File: src/rtl/cpu_datapath_pkg.sv
// cpu_datapath_pkg: shared width and bus-select encoding for the datapath slice
package cpu_datapath_pkg;
    localparam int DP_WIDTH = 32;

    typedef enum logic [2:0] {
        SEL_NONE,
        SEL_MDR,
        SEL_PC,
        SEL_ZLO,
        SEL_ZHI,
        SEL_R2,
        SEL_R3
    } bus_sel_t;
endpackage

File: src/rtl/dp_reg32.sv
// dp_reg32: load-enabled register with asynchronous active-low clear
module dp_reg32
    import cpu_datapath_pkg::*;
#(
    parameter int WIDTH = DP_WIDTH
) (
    input  logic             clock,
    input  logic             clear,
    input  logic             load,
    input  logic [WIDTH-1:0] d,
    output logic [WIDTH-1:0] q
);
    // capture d on enabled edges, hold otherwise
    always_ff @(posedge clock or negedge clear) begin
        if (!clear) q <= '0;
        else if (load) q <= d;
    end
endmodule

File: src/rtl/cpu_datapath.sv
// cpu_datapath: single-bus 32-bit datapath slice with AND ALU into 64-bit Z
module cpu_datapath
    import cpu_datapath_pkg::*;
#(
    parameter int WIDTH = DP_WIDTH
) (
    input  logic               clock,
    input  logic               clear,
    input  logic [WIDTH-1:0]   Mdatain,
    input  logic               Read,
    input  logic               MDRin,
    input  logic               IRin,
    input  logic               Yin,
    input  logic               R1in,
    input  logic               R2in,
    input  logic               R3in,
    input  logic               HIin,
    input  logic               AND,
    input  logic               PCout,
    input  logic               MDRout,
    input  logic               Zlowout,
    input  logic               ZHighout,
    input  logic               R2out,
    input  logic               R3out,
    output logic [WIDTH-1:0]   bus_out,
    output logic [WIDTH-1:0]   r1_q,
    output logic [WIDTH-1:0]   r2_q,
    output logic [WIDTH-1:0]   r3_q,
    output logic [WIDTH-1:0]   ir_q,
    output logic [WIDTH-1:0]   y_q,
    output logic [WIDTH-1:0]   hi_q,
    output logic [WIDTH-1:0]   mdr_q,
    output logic [WIDTH-1:0]   pc_q,
    output logic [2*WIDTH-1:0] z_q
);
    bus_sel_t         sel;
    logic [WIDTH-1:0] mdr_d;

    // fixed-priority choice of which register drives the bus
    always_comb begin
        sel = MDRout   ? SEL_MDR :
              PCout    ? SEL_PC  :
              Zlowout  ? SEL_ZLO :
              ZHighout ? SEL_ZHI :
              R2out    ? SEL_R2  :
              R3out    ? SEL_R3  : SEL_NONE;
    end

    // bus mux; an idle bus reads as zero
    always_comb begin
        bus_out = (sel == SEL_MDR) ? mdr_q :
                  (sel == SEL_PC)  ? pc_q :
                  (sel == SEL_ZLO) ? z_q[WIDTH-1:0] :
                  (sel == SEL_ZHI) ? z_q[2*WIDTH-1:WIDTH] :
                  (sel == SEL_R2)  ? r2_q :
                  (sel == SEL_R3)  ? r3_q : '0;
    end

    assign mdr_d = Read ? Mdatain : bus_out;

    // PC has no load path in this slice, so it stays at its reset value
    dp_reg32 #(.WIDTH(WIDTH)) u_pc  (.clock(clock), .clear(clear), .load(1'b0),  .d('0),      .q(pc_q));
    dp_reg32 #(.WIDTH(WIDTH)) u_ir  (.clock(clock), .clear(clear), .load(IRin),  .d(bus_out), .q(ir_q));
    dp_reg32 #(.WIDTH(WIDTH)) u_y   (.clock(clock), .clear(clear), .load(Yin),   .d(bus_out), .q(y_q));
    dp_reg32 #(.WIDTH(WIDTH)) u_mdr (.clock(clock), .clear(clear), .load(MDRin), .d(mdr_d),   .q(mdr_q));
    dp_reg32 #(.WIDTH(WIDTH)) u_hi  (.clock(clock), .clear(clear), .load(HIin),  .d(bus_out), .q(hi_q));
    dp_reg32 #(.WIDTH(WIDTH)) u_r1  (.clock(clock), .clear(clear), .load(R1in),  .d(bus_out), .q(r1_q));
    dp_reg32 #(.WIDTH(WIDTH)) u_r2  (.clock(clock), .clear(clear), .load(R2in),  .d(bus_out), .q(r2_q));
    dp_reg32 #(.WIDTH(WIDTH)) u_r3  (.clock(clock), .clear(clear), .load(R3in),  .d(bus_out), .q(r3_q));

    // AND result lands in the low half; the high half is zero-extended
    dp_reg32 #(.WIDTH(WIDTH)) u_zlo (.clock(clock), .clear(clear), .load(AND), .d(y_q & bus_out), .q(z_q[WIDTH-1:0]));
    dp_reg32 #(.WIDTH(WIDTH)) u_zhi (.clock(clock), .clear(clear), .load(AND), .d('0),            .q(z_q[2*WIDTH-1:WIDTH]));
endmodule

File: config.mk
export PLATFORM = sky130hd
export DESIGN_NAME = cpu_datapath
export DESIGN_NICKNAME = d
export VERILOG_FILES = /design/src/rtl/cpu_datapath_pkg.sv /design/src/rtl/dp_reg32.sv /design/src/rtl/cpu_datapath.sv
export SDC_FILE = /design/constraint.sdc
export NUM_CORES = 1
export LEC_CHECK = 0
export BUFFER_PORTS_ARGS = -buffer_cell sky130_fd_sc_hd__buf_2
export CAP_MARGIN = 15
export CORE_AREA = 2 2 154 156
export DETAILED_ROUTE_END_ITERATION = 7
export DIE_AREA = 0 0 156 158
export HOLD_SLACK_MARGIN = 0.15
export PLACE_DENSITY_LB_ADDON = 0.15
export SYNTH_ARGS = -nofsm -noshare
export SYNTH_HDL_FRONTEND = slang
export SYNTH_SLANG_ARGS = --single-unit
File: constraint.sdc
create_clock -name clock -period 2.65 [get_ports clock]
set_clock_uncertainty 0.15 [all_clocks]
set_input_delay 0 -clock clock [delete_from_list [all_inputs] [get_ports clock]]
set_output_delay 0 -clock clock [all_outputs]
set_load 0.01 [all_outputs]
==> metrics.md, run 1 <==
| Metric | Value |
|---|---|
| Hold/Removal Path Class | in -> reg |
| VDD IR max | 0.5467 mV |
| Critical path's largest stage delay | 660 ps |
| Final Hold Vio Count | 0 |
| CP Buf/Inv Count | 4 |
| Die height | 158 µm |
| Ys flop type | dfrtp_1 |
| Placed Instances | 1689 |
| First-pass GRT wire length | 58.92 mm |
| Setup tns final | 0 ps |
| Most used cell, CP | dlygate4sd3_1 |
| Crit path max-delay family | buffers and inverters |
| Vias per cell | 5.585 |
| H-tree Lvls | 1 |
| PortBufs | 336 |
| Crit path DAT | between 2000 and 3000 ps |
| FF-to-FF Start | u_zlo.q[6] |
| Crit-path slowest cell | a221oi_2 |
| Count of different cell masters after synthesis | 32 |
| Final WL | about 39 mm |
| ANT nets after route | 0 |
| Lkg Pwr | 7.793 nW |
| Vias in the first global route | 9940 |
| Final HPWL DP | 25.92 mm |
| GRT overflow | 0 |
| Clock Latency Late Sink | 540 ps |
| Max Cap Viol | 0 |
| Final net count | 1610 |
| Post-Synthesis Cells | 1124 |
| Sequential share of the synthesized area | 0.5538 |
| Via count | 10460 |
| Power Density | 738.5 mW/mm² |
| Critical Path RT | 2920 ps |
| GRT Total Usage | 0.3097 |
| Pin count of the biggest net entering global routing | 89 |
| Tcrit/Tclk final | 0.9675 |
| Layout Cells excl Fill | 1872 |
| Starting Density | 0.5018 |
| Worst hold endpoint | u_hi.q[1] |
| RR Endpoint | u_mdr.q[6] |
| Hold Crit Depth | 3 |
| CP Class | in -> reg |
| Share of post-route cells with drive strength above 1 | 0.2840 |
| Final Max Tran Viols | 0 |
| P&R area growth vs syn | 35.01% |
| Mean Syn Cell Area | ~10 µm² |
| Final Setup Violations | 0 |
| Status | finished, final reports clean |
| Area leader, netlist | dfrtp_1 |
| Crit. End Element | flip-flop |
| Initial antenna violation count | 1 |
| Register-to-register setup slack | 280 ps |
| F_max | 0.3900 GHz |
| Hold path start | HIin |
| CP Launch Type | input pin |
| Root Buffer | clkbuf_16 |
| Die area | 0.02465 mm² |
| Gp weighted congestion | 0.8696 |
| Pre-antenna DRT Iters | 6 |
| Most frequent cells in the layout | buf_2, dfrtp_1, a21oi_1, dlygate4sd3_1, nor2_1 |
| Area contributors post-synth | dfrtp_1, a21oi_1, buf_4 |
| Max clock buf depth | 3 |
| Syn. warnings | 0 |
| DRT iter0 DRCs | 1000 |
| Num rows | 56 |
| Clock-pin slew on the worst setup and hold paths | 60 ps |
| Number of clock buffers inserted by TritonCTS | 28 |
| WL/cell | 20.83 µm |
| CP cell instances | dlygate4sd3_1 -> buf_2 -> nand2b_1 -> buf_4 -> o21ai_0 -> a221oi_2 -> a21oi_1 -> dlygate4sd3_1 |
| Worst-Margin Slew | 1048 ps |
| Final Critical Period | between 2000 and 3000 ps |
| Post-synth EDFFs | 0 |
| Core Area | 0.02305 mm² |
| Worst R2R Path Depth | 5 |
| FFs w/ async S/R, synth | 1.000 |
| Relative slew slack | 0.2996 |
| Top-area cell type share of the netlist area | 0.5538 |
| Die span in x | 156 µm |
| Synth Cell Area | 0.01157 mm² |
| I/O pin count | 401 |
| RSZ-0062 raised after global routing | no |
| Commonest non-fill, non-tap cell in the layout | buf_2 |
| FF+latch count, synth | 256 |
| DRC | 0 |
| CTS tree | built |
| Crit path max fanout | 32 |
| Clk sinks | 256 |
-- repair_timing --
| action | 4_1_cts | 5_1_grt |
|---|---|---|
| buffers inserted | 0 | 0 |
| gates resized for setup | 0 | 4 |
| hold endpoints to repair | 499 | 0 |
| setup endpoints to repair | 0 | 4 |
| hold buffers | 132 | 0 |
-- through the flow --
stage	cell area, µm²	power [W]	util	hold WS (ps)	worst slack, ps
floorplan	11810	0.006086	-	-445.6	1122
global placement	13280	0.007121	0.5759	-76.60	625.3
detailed placement	13280	0.007175	0.5759	-73.23	486.6
CTS	15570	0.01153	0.6755	328.4	175.7
global route	15620	0.01201	0.6775	379.6	6.899
finish	15620	0.01153	0.6775	353.2	86.19
-- routing by layer --
layer / vias up / routed length, µm / track usage
met3: 79 / 3448 / 0.07501
met1: 5114 / 16210 / 0.4302
li1: 4709 / - / -
met2: 553 / 18250 / 0.4846
met5: - / 0 / 0
met4: 0 / 1084 / 0.09611
-- sequential cells by signal (all words and copies together), names as in the netlist --
| register | cells |
|---|---|
| u_hi.q | 32 |
| u_ir.q | 32 |
| u_mdr.q | 32 |
| u_r1.q | 32 |
| u_r2.q | 32 |
| u_r3.q | 32 |
| u_y.q | 32 |
| u_zlo.q | 32 |
-- cells by family after synthesis --
| kind of cell | after synthesis | share of synthesized area |
|---|---|---|
| and+or+nand+nor | 240 | 0.09864 |
| muxes | 32 | 0.02769 |
| DFF | 256 | 0.5538 |
| other | 1 | 0.0003242 |
| AOI/OAI and AO/OA | 412 | 0.2325 |
| buffers and inverters | 183 | 0.08706 |
-- area by class of cell --
type                       count  area, µm²
antenna                        1      2.502
clock buffer                  34      784.5
clock inverter                16      188.9
fill                        1836       7433
inverter                      32      120.1
multi-input combinational    748       4451
sequential                   256       6406
tap                          290      362.8
timing repair buffer         495       3303
-- report_power, final --
group	internal [W]	switching (W)	leakage, nW
sequential	0.00441	0.000462	3.10
combinational	0.00106	0.00147	4.21
clock	0.00249	0.00164	0.483
-- worst max-delay path by stage --
stage,start,endpoint,slack (ps),cells after the start
after detailed placement,Zlowout,u_r2.q[5],490,7
after global routing,Zlowout,u_mdr.q[30],7,8
after CTS,Zlowout,u_mdr.q[4],180,8
after floorplan,u_zlo.q[31],u_hi.q[31],1120,4
final,Zlowout,u_mdr.q[6],90,8
after global placement,Zlowout,u_r2.q[14],630,7
-- cell usage after synthesis (2+ instances only) --
master,instances
buf_2,9
nand3b_1,32
nor2_1,131
buf_6,2
buf_1,8
and2_1,2
mux2i_1,32
nand2b_1,35
dfrtp_1,256
o21ai_1,2
a21oi_1,215
o21ai_0,62
a221oi_2,28
clkbuf_1,53
a211oi_2,2
a22o_1,32
buf_4,78
and3_1,2
inv_1,32
nand2_1,33
a21o_1,31
a31oi_1,6
o2bb2ai_1,32
-- worst reg2reg max path, delay by kind of cell (launching register included) --
family | cells | cell delay (ps)
flops | 1 | 420
compound gates | 3 | 980
simple gates | 1 | 90
buf+inv | 1 | 620
Note: power is estimated with default switching activity, not from simulation.
==> inputs of run 2 (changes only) <==
Settings changed: CELL_PAD_IN_SITES_DETAIL_PLACEMENT set to 1, CELL_PAD_IN_SITES_GLOBAL_PLACEMENT set to 1, CORE_AREA 2 2 154 156 to unset, CORE_MARGIN set to 1, CORE_UTILIZATION set to 41, DIE_AREA 0 0 156 158 to unset, PLACE_DENSITY_LB_ADDON 0.15 to 0.1.
==> metrics.md, run 2 (same netlist as run 1, synthesis figures left out) <==
| Metric | Value |
|---|---|
| Pre-CTS setup slack | 543.0 ps (+56.39 ps) |
| Lkg Pwr | 7.809 nW (+0.21%) |
| Die span in x | 170.0 µm (+9.0%) |
| Gp weighted congestion | 0.8138 (-6.4%) |
| Die area | 0.02889 mm² (+17%) |
| Crit path max fanout | 32 (unchanged) |
| Final Critical Period | 2584 ps (+20.41 ps) |
| Root Buffer | clkbuf_16 |
| Max Cap Viol | 0 (unchanged) |
| Relative slew slack | 0.4335 (+0.1339) |
| CP Launch Type | input pin |
| Vias per cell | 5.399 (-3.3%) |
| Clock Latency Late Sink | 550 ps (about the same) |
| Commonest non-fill, non-tap cell in the layout | buf_2 |
| Clock-pin slew on the worst setup and hold paths | 60 ps (about the same) |
| Vias in the first global route | 10950 (+10%) |
| N_diodes | 0 (-1) |
| Hold/Removal Path Class | in -> reg |
| P&R area growth vs syn | 37.38% |
| Die height | 170.0 µm (+7.6%) |
| Final WL | 43.95 mm (+13%) |
| GRT overflow | 0 (unchanged) |
| Clk sinks | 256 (unchanged) |
| Final net count | 1621 (+0.68%) |
| ANT nets after route | 0 (unchanged) |
| Starting Density | 0.4164 (-0.08543) |
| VDD IR max | 0.4336 mV (-21%) |
| Final Max Tran Viols | 0 (unchanged) |
| Crit path max-delay family | buffers and inverters |
| H-tree Lvls | 1 (unchanged) |
| Register area | 0.006406 mm² (unchanged) |
| GRT Total Usage | 0.3027 (-0.006997) |
| Crit-path slowest cell | a221oi_2 |
| Critical Path RT | 2930 ps (about the same) |
| CTS tree | built |
| Final Setup Violations | 0 (unchanged) |
| F_max | 0.3870 GHz (-0.79%) |
| CP Buf/Inv Count | 4 (unchanged) |
| # Post-CTS Setup Buffers | 0 (unchanged) |
| Critical path's largest stage delay | 690 ps (+30 ps) |
| Post-route worst setup slack | 65.78 ps (-20.41 ps) |
| Hold Crit Depth | 4 (+1) |
| CP Depth | 8 (unchanged) |
| First-pass GRT wire length | 66.82 mm (+13%) |
| RSZ-0062 raised after global routing | yes |
| Num rows | 61 (+8.9%) |
| I/O pin count | 401 (unchanged) |
| Worst-Margin Slew | 849.7 ps (-198.6 ps) |
| Worst R2R Path Depth | 5 (unchanged) |
| CP cell instances | dlygate4sd3_1 -> buf_2 -> nand2b_1 -> buf_4 -> o21ai_0 -> a221oi_2 -> a21oi_1 -> dlygate4sd3_1 |
| Via count | 10630 (+1.7%) |
| DRC | 0 (unchanged) |
| Fillers | 3197 (+74%) |
| Max clock buf depth | 3 (unchanged) |
| Most frequent cells in the layout | buf_2, dfrtp_1, a21oi_1, dlygate4sd3_1, nor2_1 |
| Number of clock buffers inserted by TritonCTS | 29 (+3.6%) |
| Pin count of the biggest net entering global routing | 82 (-7.9%) |
| Core Area | 0.02778 mm² (+21%) |
| Crit. End Element | flip-flop |
| Final HPWL DP | 28.37 mm (+9.5%) |
| Pre-antenna DRT Iters | 5 (-1) |
| Most used cell, CP | dlygate4sd3_1 |
| Power Total | 0.01143 W (-0.89%) |
| WL/cell | 22.32 µm (+7.2%) |
| Initial antenna violation count | 0 (-1) |
| Share of post-route cells with drive strength above 1 | 0.2797 (-0.004299) |
| Crit path DAT | 2870 ps (+40 ps) |
| CP Class | in -> reg |
| Status | finished, final reports clean |
| PortBufs | 336 (unchanged) |
| Tcrit/Tclk final | 0.9752 (+0.007700) |
| Combined area of the multi-input logic cells | 0.004556 mm² (+2.4%) |
| DRT iter0 DRCs | 614 (-39%) |
| Final Hold Vio Count | 0 (unchanged) |
| Power Density | 719.3 mW/mm² (-2.6%) |
run 2: cell count changes in the layout (fill, tap and decap cells not counted), moves of 2 or more:
cell	change
bufinv_16	-4
clkbuf_1	+5
clkbuf_8	+6
buf_4	-2
a221oi_4	+8
clkinv_2	-6
clkinvlp_4	-2
a221oi_2	-7
dlygate4sd3_1	+10
buf_6	+3
run 2: metal layers:
metal | vias to the layer above | global-route usage | routed length [µm]
li1 | 4711 | - | -
met1 | 5457 | 0.4101 | 19320
met2 | 390 | 0.4888 | 20740
met3 | 72 | 0.05419 | 2482
met4 | 0 | 0.1038 | 1414
met5 | - | 0 | 0
run 2: area by class of cell:
cell class                 count  share of cell area
sequential                   256              0.4031
multi-input combinational    748              0.2866
timing repair buffer         505              0.2150
clock buffer                  45             0.05574
tap                          378             0.02976
inverter                      32            0.007558
clock inverter                 5            0.002204
run 2: worst reg2reg max path, delay by kind of cell (launching register included):
kind                   cells  cell delay, ps
buffers and inverters      1             590
AOI/OAI and AO/OA          3            1010
and+or+nand+nor            1              80
DFF                        1             410
run 2: path summary, 6_finish.rpt:
kind                            start          to  slack (ps)
hold reg to reg             u_hi.q[7]   u_hi.q[7]         370
max in group asynchronous       clear   u_ir.q[8]        1000
setup reg to reg           u_mdr.q[6]  u_mdr.q[6]         280
hold / removal                  R3out  u_r1.q[15]         210
setup / recovery              Zlowout  u_mdr.q[6]          70
min in group asynchronous       clear  u_r3.q[27]         430
run 2: what timing repair did:
item                       4_1_cts  5_1_grt
setup endpoints to repair        0       38
resized for setup                0       16
hold buffers                   141        1
hold endpoints to repair       502        1
run 2: per-stage QoR:
stage          utilization  hold slack [ps]  instances  setup TNS [ps]  instance area, µm²
2_1_floorplan            -           -445.6       1187               0               11810
3_3_place_gp        0.4822           -100.7       1777               0               13400
3_5_place_dp        0.4822           -106.4       1777               0               13400
4_1_cts             0.5662            175.8       1968               0               15730
5_1_grt             0.5721            210.8       1969          -44.51               15890
6_report            0.5721            209.6       1969               0               15890
run 2: power by group:
group / switching (W) / total (W) / internal, W
logic: 0.00153 / 0.00260 / 0.00107
registers: 0.000489 / 0.00490 / 0.00442
clock network: 0.00165 / 0.00393 / 0.00228
==> inputs of run 3 (changes only) <==
Settings changed: SETUP_SLACK_MARGIN set to 0.4.
==> metrics.md, run 3 (same netlist as run 1, synthesis figures left out) <==
| Metric | Value |
|---|---|
| Pin count of the biggest net entering global routing | 82 (unchanged) |
| CP cell instances | nand2_1 -> o21ai_2 -> buf_4 -> a211oi_2 -> buf_4 -> dlygate4sd3_1 -> a21oi_1 |
| Clock Latency Late Sink | 550 ps (about the same) |
| Final Hold Vio Count | 0 (unchanged) |
| Crit-path slowest cell | dlygate4sd3_1 |
| Critical path's largest stage delay | 660 ps (-30 ps) |
| RR Endpoint | u_zlo.q[3] |
| I/O pin count | 401 (unchanged) |
| Vias in the first global route | 10990 (+0.37%) |
| Gp weighted congestion | 0.8138 (unchanged) |
| Worst R2R Path Depth | 7 (+2) |
| H-tree Lvls | 1 (unchanged) |
| Vias per cell | 5.408 (+0.17%) |
| First-pass GRT wire length | 66.87 mm (about the same) |
| Crit path DAT | 2540 ps (-330 ps) |
| Post-route worst setup slack | 384.0 ps (+318.2 ps) |
| RSZ-0062 raised after global routing | yes |
| CP Class | reg -> reg |
| Register-to-register setup slack | 380 ps (+100 ps) |
| Tcrit/Tclk final | 0.8551 (-0.1201) |
| PortBufs | 336 (unchanged) |
| Via count | 10730 (+0.93%) |
| Most frequent cells in the layout | buf_2, dfrtp_1, a21oi_1, dlygate4sd3_1, nor2_1 |
| VDD IR max | 0.4462 mV (+2.9%) |
| Die span in x | 170.0 µm (unchanged) |
| Share of post-route cells with drive strength above 1 | 0.2910 (+0.01127) |
| Max Cap Viol | 0 (unchanged) |
| DRC | 0 (unchanged) |
| GRT overflow | 0 (unchanged) |
| WL/cell | 22.67 µm (+1.6%) |
| Pre-antenna DRT Iters | 5 (unchanged) |
| Die area | 0.02889 mm² (unchanged) |
| Critical Path RT | 2920 ps (about the same) |
| Final WL | 44.99 mm (+2.4%) |
| DRT iter0 DRCs | 606 (-1.3%) |
| Power Total | 0.01153 W (+0.90%) |
| Crit path max fanout | 6 (-81%) |
| P&R area growth vs syn | 40.34% |
| F_max | 0.4413 GHz (+14%) |
| Final Setup Violations | 0 (unchanged) |
| Number of clock buffers inserted by TritonCTS | 29 (unchanged) |
| Die height | 170.0 µm (unchanged) |
| Relative slew slack | 0.5034 (+0.06982) |
| Worst-Margin Slew | 745.0 ps (-104.7 ps) |
| CTS tree | built |
| Clock-pin slew on the worst setup and hold paths | 60 ps (about the same) |
| Commonest non-fill, non-tap cell in the layout | buf_2 |
| Final net count | 1635 (+0.86%) |
| Hold/Removal Path Class | in -> reg |
| ANT nets after route | 0 (unchanged) |
| GRT Total Usage | 0.3048 (+0.002166) |
| Hold path start | MDRin |
| Power Density | 710.5 mW/mm² (-1.2%) |
| Max clock buf depth | 3 (unchanged) |
| Final Max Tran Viols | 0 (unchanged) |
| Crit. End Element | flip-flop |
| Core Area | 0.02778 mm² (unchanged) |
| Lkg Pwr | 7.924 nW (+1.5%) |
| Clk sinks | 256 (unchanged) |
| Final Critical Period | 2266 ps (-318.2 ps) |
| Setup tns final | 0 ps (unchanged) |
| Initial antenna violation count | 1 (+1) |
| Most used cell, CP | buf_4 |
| Worst hold endpoint | u_mdr.q[18] |
| Num rows | 61 (unchanged) |
| Starting Density | 0.4164 (unchanged) |
| Pre-CTS setup slack | 543.0 ps (unchanged) |
| Final HPWL DP | 28.37 mm (unchanged) |
| Hold Crit Depth | 4 (unchanged) |
| Status | finished, final reports clean |
| Hold WS | 223.5 ps (+13.86 ps) |
| FF-to-FF Start | u_mdr.q[3] |
| Root Buffer | clkbuf_16 |
| CP Launch Type | flip-flop |
run 3: cell count changes in the layout (fill, tap and decap cells not counted), moves of 2 or more:
| cell | before | now |
|---|---|---|
| dlymetal6s4s_1 | 0 | 2 |
| a221oi_2 | 17 | 5 |
| buf_4 | 18 | 32 |
| dlygate4sd3_1 | 142 | 136 |
| buf_6 | 3 | 0 |
| buf_12 | 7 | 14 |
| a221oi_4 | 12 | 24 |
run 3: power by group:
part	total [W]	internal [W]	switching [W]
Clock	0.00390	0.00228	0.00162
Combinational	0.00271	0.00114	0.00157
Sequential	0.00493	0.00442	0.000510
run 3: final cells by class:
class | instances | area, µm²
Clock inverter | 5 | 35.03
Fill cell | 3150 | 11550
Multi-Input combinational cell | 748 | 4720
Timing Repair Buffer | 519 | 3593
Clock buffer | 45 | 885.9
Antenna cell | 1 | 2.502
Inverter | 32 | 120.1
Tap cell | 378 | 473.0
Sequential cell | 256 | 6406
run 3: timing repair:
action / in CTS / in global routing
buffers inserted: 0 / 18
endpoints found under the setup margin: 10 / 47
resized for setup: 10 / 22
hold buffers: 139 / 0
pin swaps: 0 / 2
endpoints found under the hold margin: 502 / 0
run 3: how the worst max path moves through the flow:
stage | start | end | slack, ps | cells past startpoint
after CTS | MDRout | u_y.q[5] | 410 | 7
after global routing | u_mdr.q[3] | u_zlo.q[3] | 360 | 7
final | u_mdr.q[3] | u_zlo.q[3] | 380 | 7
after global placement | PCout | u_hi.q[2] | 560 | 6
after detailed placement | PCout | u_y.q[2] | 540 | 6
after floorplan | u_zlo.q[31] | u_hi.q[31] | 1120 | 4
run 3: critical path: cells and delay by family (launching register included):
family / cells / cell delay, ps
buf+inv: 3 / 1060
flops: 1 / 400
compound gates: 3 / 400
simple gates: 1 / 110
run 3: stage by stage:
step                      utilization  cell area, µm²  instances
final                          0.5844           16240       1984
after global placement         0.4822           13400       1777
after CTS                      0.5695           15820       1966
after detailed placement       0.4822           13400       1777
after global routing           0.5844           16240       1984
after floorplan                     -           11810       1187
run 3: routing by layer:
layer  global-route usage  wire length (µm)  vias up
li1                     -                 -     4745
met5                    0                 0        -
met4               0.1065              1651        0
met1               0.4067             18980     5430
met2               0.4939             21410      459
met3              0.06070              2945       95
